## src/rtl/uart_tx_block.sv

```systemverilog
// uart_tx_block: UART transmitter with a one-entry holding buffer, LSB-first frames,
// one start and one stop bit, and a sticky overrun flag.
module uart_tx_block (
    input  logic        clk,
    input  logic        n_rst,
    input  logic [7:0]  tx_data,
    input  logic        tx_load,
    input  logic [3:0]  data_size,
    input  logic [13:0] bit_period,
    input  logic        err_clear,
    output logic        serial_out,
    output logic        tx_busy,
    output logic        buffer_full,
    output logic        overrun_error
);
    typedef enum logic [1:0] {IDLE, START, DATA, STOP} state_t;
    state_t      state_q, state_d;
    logic [7:0]  buf_q, buf_d, shift_q, shift_d;
    logic        buf_full_q, buf_full_d;
    logic [3:0]  ds_q, ds_d, eff_ds;
    logic [13:0] bp_q, bp_d, eff_bp, tmr_q, tmr_d;
    logic [2:0]  bcnt_q, bcnt_d;
    logic        ovr_q, ovr_d, serial_q, serial_d, busy_q, busy_d;
    logic        bit_end, last_bit, transfer;

    assign eff_ds   = (data_size < 4'd5 || data_size > 4'd8) ? 4'd8 : data_size;
    assign eff_bp   = (bit_period < 14'd2) ? 14'd2 : bit_period;
    assign bit_end  = tmr_q == bp_q;
    assign last_bit = {1'b0, bcnt_q} == ds_q - 4'd1;
    // The buffer feeds the shifter from IDLE, or at the end of a stop bit for back-to-back frames
    assign transfer = buf_full_q && (state_q == IDLE || (state_q == STOP && bit_end));

    always_comb begin
        state_d = state_q;
        shift_d = shift_q;
        ds_d    = ds_q;
        bp_d    = bp_q;
        tmr_d   = tmr_q + 14'd1;
        bcnt_d  = bcnt_q;
        if (transfer) begin
            state_d = START;
            shift_d = buf_q;
            ds_d    = eff_ds;
            bp_d    = eff_bp;
            tmr_d   = 14'd1;
            bcnt_d  = 3'd0;
        end else if (state_q == IDLE) begin
            tmr_d = 14'd0;
        end else if (bit_end) begin
            tmr_d   = 14'd1;
            state_d = (state_q == START) ? DATA : (state_q == DATA) ? (last_bit ? STOP : DATA) : IDLE;
            shift_d = (state_q == DATA) ? shift_q >> 1 : shift_q;
            bcnt_d  = (state_q == DATA && !last_bit) ? bcnt_q + 3'd1 : 3'd0;
        end
        buf_full_d = tx_load | (buf_full_q & ~transfer);
        buf_d      = (tx_load && (!buf_full_q || transfer)) ? tx_data : buf_q;
        ovr_d      = (tx_load & buf_full_q & ~transfer) | (ovr_q & ~err_clear);
        // Line and busy are registered from the next state so they change exactly on state edges
        serial_d   = (state_d == START) ? 1'b0 : (state_d == DATA) ? shift_d[0] : 1'b1;
        busy_d     = state_d != IDLE;
    end

    always_ff @(posedge clk or negedge n_rst) begin
        if (!n_rst) begin
            state_q    <= IDLE;
            shift_q    <= '0;
            buf_q      <= '0;
            buf_full_q <= 1'b0;
            ds_q       <= '0;
            bp_q       <= '0;
            tmr_q      <= '0;
            bcnt_q     <= '0;
            ovr_q      <= 1'b0;
            serial_q   <= 1'b1;
            busy_q     <= 1'b0;
        end else begin
            state_q    <= state_d;
            shift_q    <= shift_d;
            buf_q      <= buf_d;
            buf_full_q <= buf_full_d;
            ds_q       <= ds_d;
            bp_q       <= bp_d;
            tmr_q      <= tmr_d;
            bcnt_q     <= bcnt_d;
            ovr_q      <= ovr_d;
            serial_q   <= serial_d;
            busy_q     <= busy_d;
        end
    end

    assign serial_out    = serial_q;
    assign tx_busy       = busy_q;
    assign buffer_full   = buf_full_q;
    assign overrun_error = ovr_q;
endmodule

```

## config.mk

```make
export PLATFORM = sky130hd
export DESIGN_NAME = uart_tx_block
export DESIGN_NICKNAME = d
export VERILOG_FILES = /design/src/rtl/uart_tx_block.sv
export SDC_FILE = /design/constraint.sdc
export NUM_CORES = 1
export LEC_CHECK = 0
export CORE_ASPECT_RATIO = 1.2
export CORE_MARGIN = 1
export CORE_UTILIZATION = 59
export DETAILED_ROUTE_END_ITERATION = 16
export GPL_TIMING_DRIVEN = 0
export MAX_ROUTING_LAYER = met4
export PLACE_DENSITY = 0.92
export SLEW_MARGIN = 20
export SYNTH_ARGS = -nofsm -noshare
export SYNTH_HDL_FRONTEND = slang
export SYNTH_SLANG_ARGS = --single-unit
```

## constraint.sdc

```tcl
create_clock -name clk -period 4.5 [get_ports clk]
set_input_delay 0.45 -clock clk [delete_from_list [all_inputs] [get_ports clk]]
set_output_delay 0.45 -clock clk [all_outputs]
set_load 0.02 [all_outputs]
```

==> run_results.csv, run 1 <==
group,metric,value,unit
worst_setup_path,crit_arrival,2.59,ns
worst_setup_path,critPathMaxFanout,10,
floorplan,core-area,0.004561,mm²
worst_setup_path,slowest_delay,0.48,ns
worst_setup_path,crit_end,"shift_q[5]",
floorplan,rows,27,
floorplan,fp.dieW,64.79,µm
sta,fin_worst_skew,0.01041,ns
synthesis,synthCells,273,
power,p_per_area,627.1,mW/mm²
placement,dp.final_hpwl,4145,µm
clocking,cts_max_path_buffers,2,
synthesis,yosys_warnings,0,
clocking,cts_tree,"done",
floorplan,dieArea,0.005012,mm²
final_layout,most-common-layout-cells,"nand2_1, dfrtp_1, clkdlybuf4s50_1",
worst_setup_path,required,4.70,ns
route,final_antenna_net_count,0,
worst_setup_path,criticalPathCategory,"reg -> reg",
route,dr.pass1.iters,6,
final_layout,fin_nets,354,
sta,tightestPinTransition,0.7047,ns
worst_setup_path,crit_chain,"xor2_1 > nor4_2 > nand4_2 > o21ai_2 > clkbuf_1 > o21ai_0",
clocking,cts_sinks,57,
final_layout,mostFrequentLayoutCell,"nand2_1",
power,ir_worst_vdd,406.6,µV
clocking,postCtsSetupBuffers,0,
worst_setup_path,cp-start-kind,"flop",
clocking,clk_pin_slew_worst_paths,0.07,ns
synthesis,syn-cell-area,0.002791,mm²
global_routing,track_usage,0.2653,
floorplan,ios,34,
route,wl_met1,2273,µm
synthesis,syn_nets,310,
floorplan,die_h,77.35,µm
synthesis,synth_top_area_cell,"dfrtp_1",
floorplan,start_util,0.6121,
sta,setup_viol,0,
route,drt_iter0_markers,118,
worst_setup_path,rrSetupSlack,2.11,ns
synthesis,syn_area_per_cell,10.23,µm²
worst_setup_path,slowest_stage,"o21ai_2",
synthesis,synth_edf_count,0,
clocking,ctsHoldBuffers,0,
route,wl_per_cell,15.10,µm
synthesis,synth.area.top_cells,"dfrtp_1, xor2_1, nand2_1, mux2_2, mux2i_1",
sta,finalCritPeriodShare,0.5313,
global_routing,globalRouteOverflowTotal,0,
route,wirelength,5722,µm
sta,final_max_slew_viol_count,0,
route,dr_wl_met3,204,µm
placement,gp_congestion,0.8134,
synthesis,ys_types,42,
power,power.leakage,1.617,nW
clocking,ctsResizeCount,0,
route,via_count,2071,
synthesis,ys.flop_type,"dfrtp_1",
global_routing,grt_pass1_vias,2148,
final_layout,antenna_cells,0,
global_routing,grt_pass1_wl,9597,µm
worst_hold_path,hp-class,"in -> async",
route,dr.max_layer_used,"met4",
placement,portBuffers,33,
synthesis,netlist.area_leader.share,0.5020,
clocking,h-tree-depth,3,
synthesis,yosysSeqAreaShare,0.5114,
clocking,clock-root-buffer,"clkbuf_8",
sta,maxSlewHeadroom,0.5302,
sta,hold_ws,0.1611,ns
worst_setup_path,startpoint,"tmr_q[3]",
route,viasPerCell,5.464,
status,status,"completed",
route,routed-wl-met2,3107,µm
global_routing,grt_max_degree,58,
global_routing,grt_antenna_before_repair,0,
job,drv_cap,0,
sta,rsz0062_at_grt,"false",
synthesis,synth-seq-cells,57,
final_layout,areaGrowthSynthToFinish,21.38,%
worst_setup_path,r2r_end,"shift_q[5]",
worst_setup_path,cp-end-kind,"flop",
route,drc,0,
sta,fin_crit,2.391,ns
sta,fmax,0.4183,GHz
synthesis,synth-async-reset-ratio,1.000,
final_layout,drive_gt1_frac,0.1215,
clocking,insertion_delay,0.34,ns
worst_setup_path,reg2reg_depth,6,
sta,hold_viol,0,
worst_setup_path,r2r-start,"tmr_q[3]",
sta,final.setup.tns,0,ns
clocking,cts_buffers,9,
==> stage by stage <==
stage                     instances  power (W)    util  cell area [µm²]  worst slack (ns)
after detailed placement        364   0.001654  0.6999             3192             2.159
after CTS                       379   0.002136  0.7429             3388             2.109
final                           379   0.002125  0.7429             3388             2.109
after global placement          364   0.001602  0.7004             3194             1.306
after floorplan                 273   0.001418       -             2791             2.473
after global routing            379   0.002257  0.7429             3388             1.920
==> worst max-delay path, delay by kind of cell (launching register included) <==
| kind | cells | cell delay (ns) |
|---|---|---|
| buf+inv | 1 | 0.35 |
| flops | 1 | 0.45 |
| simple gates | 2 | 0.59 |
| compound gates | 2 | 0.65 |
| xor+xnor | 1 | 0.21 |
==> how the worst min path moves through the flow <==
| stage | start | endpoint | slack (ns) | cells after the start |
|---|---|---|---|---|
| floorplan | n_rst | bcnt_q[0] | 0.15 | 0 |
| global placement | buf_q[7] | shift_q[7] | 0.46 | 2 |
| detailed placement | buf_q[2] | shift_q[2] | 0.47 | 2 |
| CTS | n_rst | tmr_q[2] | 0.18 | 1 |
| global route | n_rst | tmr_q[2] | 0.22 | 1 |
| finish | n_rst | tmr_q[2] | 0.16 | 1 |
==> power breakdown <==
part           switching [W]  internal [W]  leakage, nW
Clock               0.000191      0.000283       0.0957
Combinational       0.000436      0.000350        0.817
Sequential          0.000156      0.000708        0.705
Total               0.000783       0.00134         1.62
==> sequential cells by signal, summed over array words and instances, names as in the netlist <==
signal         cells
tmr_q             14
bp_q              14
serial_out         1
tx_busy            1
buf_q              8
state_q            2
shift_q            8
ds_q               4
overrun_error      1
buffer_full        1
bcnt_q             3
==> synthesized netlist by cell type (all sizes together), types with 2 or more instances <==
master	count
mux2	9
dfrtp	56
ha	7
o21ai	11
xnor2	5
clkbuf	4
nand2b	4
nor2	23
nor3	3
nor4	7
xor2	26
a21o	2
nand4	5
inv	9
nand2	59
nand3	10
and4	2
buf	3
mux2i	10
o21a	2
a21oi	3
==> cell type report <==
class | instances | area, µm²
multi-input combinational | 200 | 1294
inverter | 9 | 33.78
fill | 294 | 1172
buffer | 7 | 36.28
clock inverter | 2 | 37.54
timing repair buffer | 33 | 327.8
sequential | 57 | 1428
tap | 58 | 72.57
clock buffer | 13 | 158.9
==> cells by family after synthesis <==
family | Yosys count | synth area share
multiplexers | 19 | 0.07665
AO/OA/AOI/OAI | 24 | 0.05827
XOR/XNOR | 31 | 0.09727
adder cells (fa/ha/maj) | 7 | 0.03137
flip-flops | 57 | 0.5114
buffers and inverters | 16 | 0.02510
AND/OR/NAND/NOR | 119 | 0.1999
==> per-layer routing <==
metal | track usage | vias to the layer above
li1 | - | 1001
met3 | 0.06765 | 15
met4 | 0.1111 | 0
met1 | 0.2866 | 1006
met5 | - | -
met2 | 0.4552 | 49
Power figures use the tool's default switching activity.
==> run 2: changes to the inputs <==
--- a/config.mk
+++ b/config.mk
@@ -7,11 +7,11 @@
 export LEC_CHECK = 0
 export CORE_ASPECT_RATIO = 1.2
 export CORE_MARGIN = 1
-export CORE_UTILIZATION = 59
+export CORE_UTILIZATION = 50
 export DETAILED_ROUTE_END_ITERATION = 16
 export GPL_TIMING_DRIVEN = 0
 export MAX_ROUTING_LAYER = met4
-export PLACE_DENSITY = 0.92
+export PLACE_DENSITY = 0.84
 export SLEW_MARGIN = 20
 export SYNTH_ARGS = -nofsm -noshare
 export SYNTH_HDL_FRONTEND = slang
==> constraint.sdc (replaced) <==
create_clock -name clk -period 2.12 [get_ports clk]
set_input_delay 0.212 -clock clk [delete_from_list [all_inputs] [get_ports clk]]
set_output_delay 0.212 -clock clk [all_outputs]
set_load 0.02 [all_outputs]
==> run 2 against run 1 <==
The flow now finishes with violations (negative setup slack). Register-to-register slack lost 2.2 ns. Sequential power increased by 110%. Total power rose by 140%. Critical path type unchanged. Highest routed layer unchanged.
==> run_results.csv, run 2 (same netlist as run 1, synthesis figures left out) <==
group,metric,value,unit
sta,finalCritPeriodShare,1.030,
sta,fin_worst_skew,0.01016,ns
route,wl_per_cell,16.16,µm
sta,maxSlewHeadroom,0.5257,
final_layout,top_regs,"bp_q: 14 flops, tmr_q: 14 flops",
floorplan,fp.dieW,70.21,µm
floorplan,core-area,0.005334,mm²
placement,portBuffers,33,
clocking,cts_tree,"done",
worst_setup_path,reg2reg_depth,6,
clocking,insertion_delay,0.34,ns
final_layout,fin_nets,372,
sta,setup_ws,-0.06459,ns
sta,fin_crit,2.185,ns
route,final_antenna_net_count,0,
clocking,h-tree-depth,3,
route,wirelength,6497,µm
floorplan,ios,34,
route,drt_iter0_markers,177,
route,dr.pass1.iters,4,
worst_hold_path,min_path_cells,3,
global_routing,grtUsageMet3,0.05556,
global_routing,grt_antenna_before_repair,0,
status,status,"complete, but fails checks",
job,drv_cap,0,
clocking,cts_max_path_buffers,2,
placement,gp_congestion,0.8674,
global_routing,grt_pass1_vias,2297,
global_routing,grt_max_degree,58,
power,p_per_area,1360,mW/mm²
placement,placed_cell_area,0.003197,mm²
final_layout,drive_gt1_frac,0.2441,
worst_setup_path,cp-start-kind,"flop",
floorplan,rows,29,
final_layout,areaGrowthSynthToFinish,32.45,%
placement,place_inst,368,
global_routing,gr-usage-met1,0.2864,
sta,hold_viol,0,
sta,tightestPinTransition,0.7114,ns
floorplan,start_util,0.5233,
worst_setup_path,crit_arrival,2.45,ns
worst_setup_path,cp-end-kind,"flop",
final_layout,design_area,0.003697,mm²
final_layout,regArea,0.001430,mm²
worst_setup_path,required,2.39,ns
global_routing,globalRouteOverflowTotal,0,
route,drc,0,
sta,setup_viol,5,
final_layout,most-common-layout-cells,"dfrtp_1, nand2_1, clkdlybuf4s50_1",
global_routing,grt_pass1_wl,10430,µm
sta,final_max_slew_viol_count,0,
global_routing,track_usage,0.2408,
placement,dp.final_hpwl,4005,µm
clocking,clock-root-buffer,"clkbuf_8",
sta,rsz0062_at_grt,"true",
power,ir_worst_vdd,885.8,µV
clocking,cts_sinks,57,
worst_setup_path,criticalPathCategory,"reg -> reg",
sta,final.setup.tns,-0.1368,ns
power,power.leakage,1.774,nW
route,via_count,2195,
clocking,clk_pin_slew_worst_paths,0.07,ns
global_routing,use_met2,0.3846,
final_layout,fillers,368,
final_layout,antenna_cells,0,
worst_hold_path,hp-class,"in -> reg",
floorplan,die_h,83.85,µm
final_layout,mostFrequentLayoutCell,"dfrtp_1",
final_layout,instances_no_fill,402,
sta,fmax,0.4578,GHz
clocking,cts_buffers,9,
global_routing,grt-busiest-layer,"met2",
route,viasPerCell,5.460,
floorplan,dieArea,0.005887,mm²
worst_setup_path,critPathMaxFanout,8,
final_layout,multi_input_area,0.001400,mm²
status,violations,"negative setup slack",
[run 2: timing repair]
| action | in CTS | in global routing |
|---|---|---|
| hold buffers | 1 | 0 |
| cloned | 0 | 2 |
| setup buffers | 9 | 7 |
| endpoints found under the setup margin | 39 | 52 |
| pin swaps | 6 | 27 |
| hold endpoints to repair | 56 | 0 |
| gates resized for setup | 12 | 50 |
[run 2: worst paths after layout]
| kind | startpoint | to | slack (ns) |
|---|---|---|---|
| max | tmr_q[6] | serial_out | -0.06 |
| max in group asynchronous | n_rst | tmr_q[7] | 1.15 |
| min in group asynchronous | n_rst | bp_q[4] | 0.46 |
| min reg2reg | buf_q[7] | shift_q[7] | 0.48 |
| min | bit_period[0] | bp_q[0] | 0.41 |
| max reg2reg | tmr_q[6] | serial_out | -0.06 |
[run 2: per-stage QoR]
stage	utilization	hold slack, ns	worst slack, ns	power (W)
2_1_floorplan	-	-0.08359	0.09336	0.003011
6_report	0.6932	0.4079	-0.06459	0.005029
3_5_place_dp	0.5993	0.3136	-0.2318	0.003519
3_3_place_gp	0.5998	0.4488	-0.8663	0.003434
4_1_cts	0.6538	0.4009	-0.004518	0.004664
5_1_grt	0.6932	0.4057	-0.1652	0.005347
[run 2: critical path: stages, from the launching register on]
cell      delay [ns]
dfrtp_1         0.43
xor2_1          0.18
nor4_2          0.35
nand4_2         0.24
or3b_4          0.54
mux2i_4         0.23
a21boi_2        0.15
[run 2: per-layer routing]
layer  vias to the layer above  part of all wire  wire length, µm
met5                         -                 0                0
met4                         0             0.032              206
met3                        19             0.040              257
met2                        66              0.52             3367
met1                      1075              0.41             2665
li1                       1035                 -                -
[run 2: where the power goes]
group          switching (W)  total [W]  internal, W
Clock               0.000447    0.00102     0.000570
Combinational        0.00116    0.00218      0.00103
Sequential          0.000322    0.00183      0.00150
[run 2: layout make-up]
cell class / count / area share
plain buffers: 6 / 0.01624
clock buffers: 11 / 0.03824
clock inverters: 5 / 0.01489
inverters: 9 / 0.009137
multi-input cells: 200 / 0.3787
flip-flops and latches: 57 / 0.3868
well taps: 62 / 0.02098
repair buffers: 52 / 0.1350
==> run 3: changes to the inputs <==
--- a/config.mk
+++ b/config.mk
@@ -5,8 +5,8 @@
 export SDC_FILE = /design/constraint.sdc
 export NUM_CORES = 1
 export LEC_CHECK = 0
+export CAP_MARGIN = 20
 export CORE_ASPECT_RATIO = 1.2
-export CORE_MARGIN = 1
 export CORE_UTILIZATION = 50
 export DETAILED_ROUTE_END_ITERATION = 16
 export GPL_TIMING_DRIVEN = 0
==> results of run 3 <==
Same layout as run 2: the final DEF is identical, and so are final timing and power.
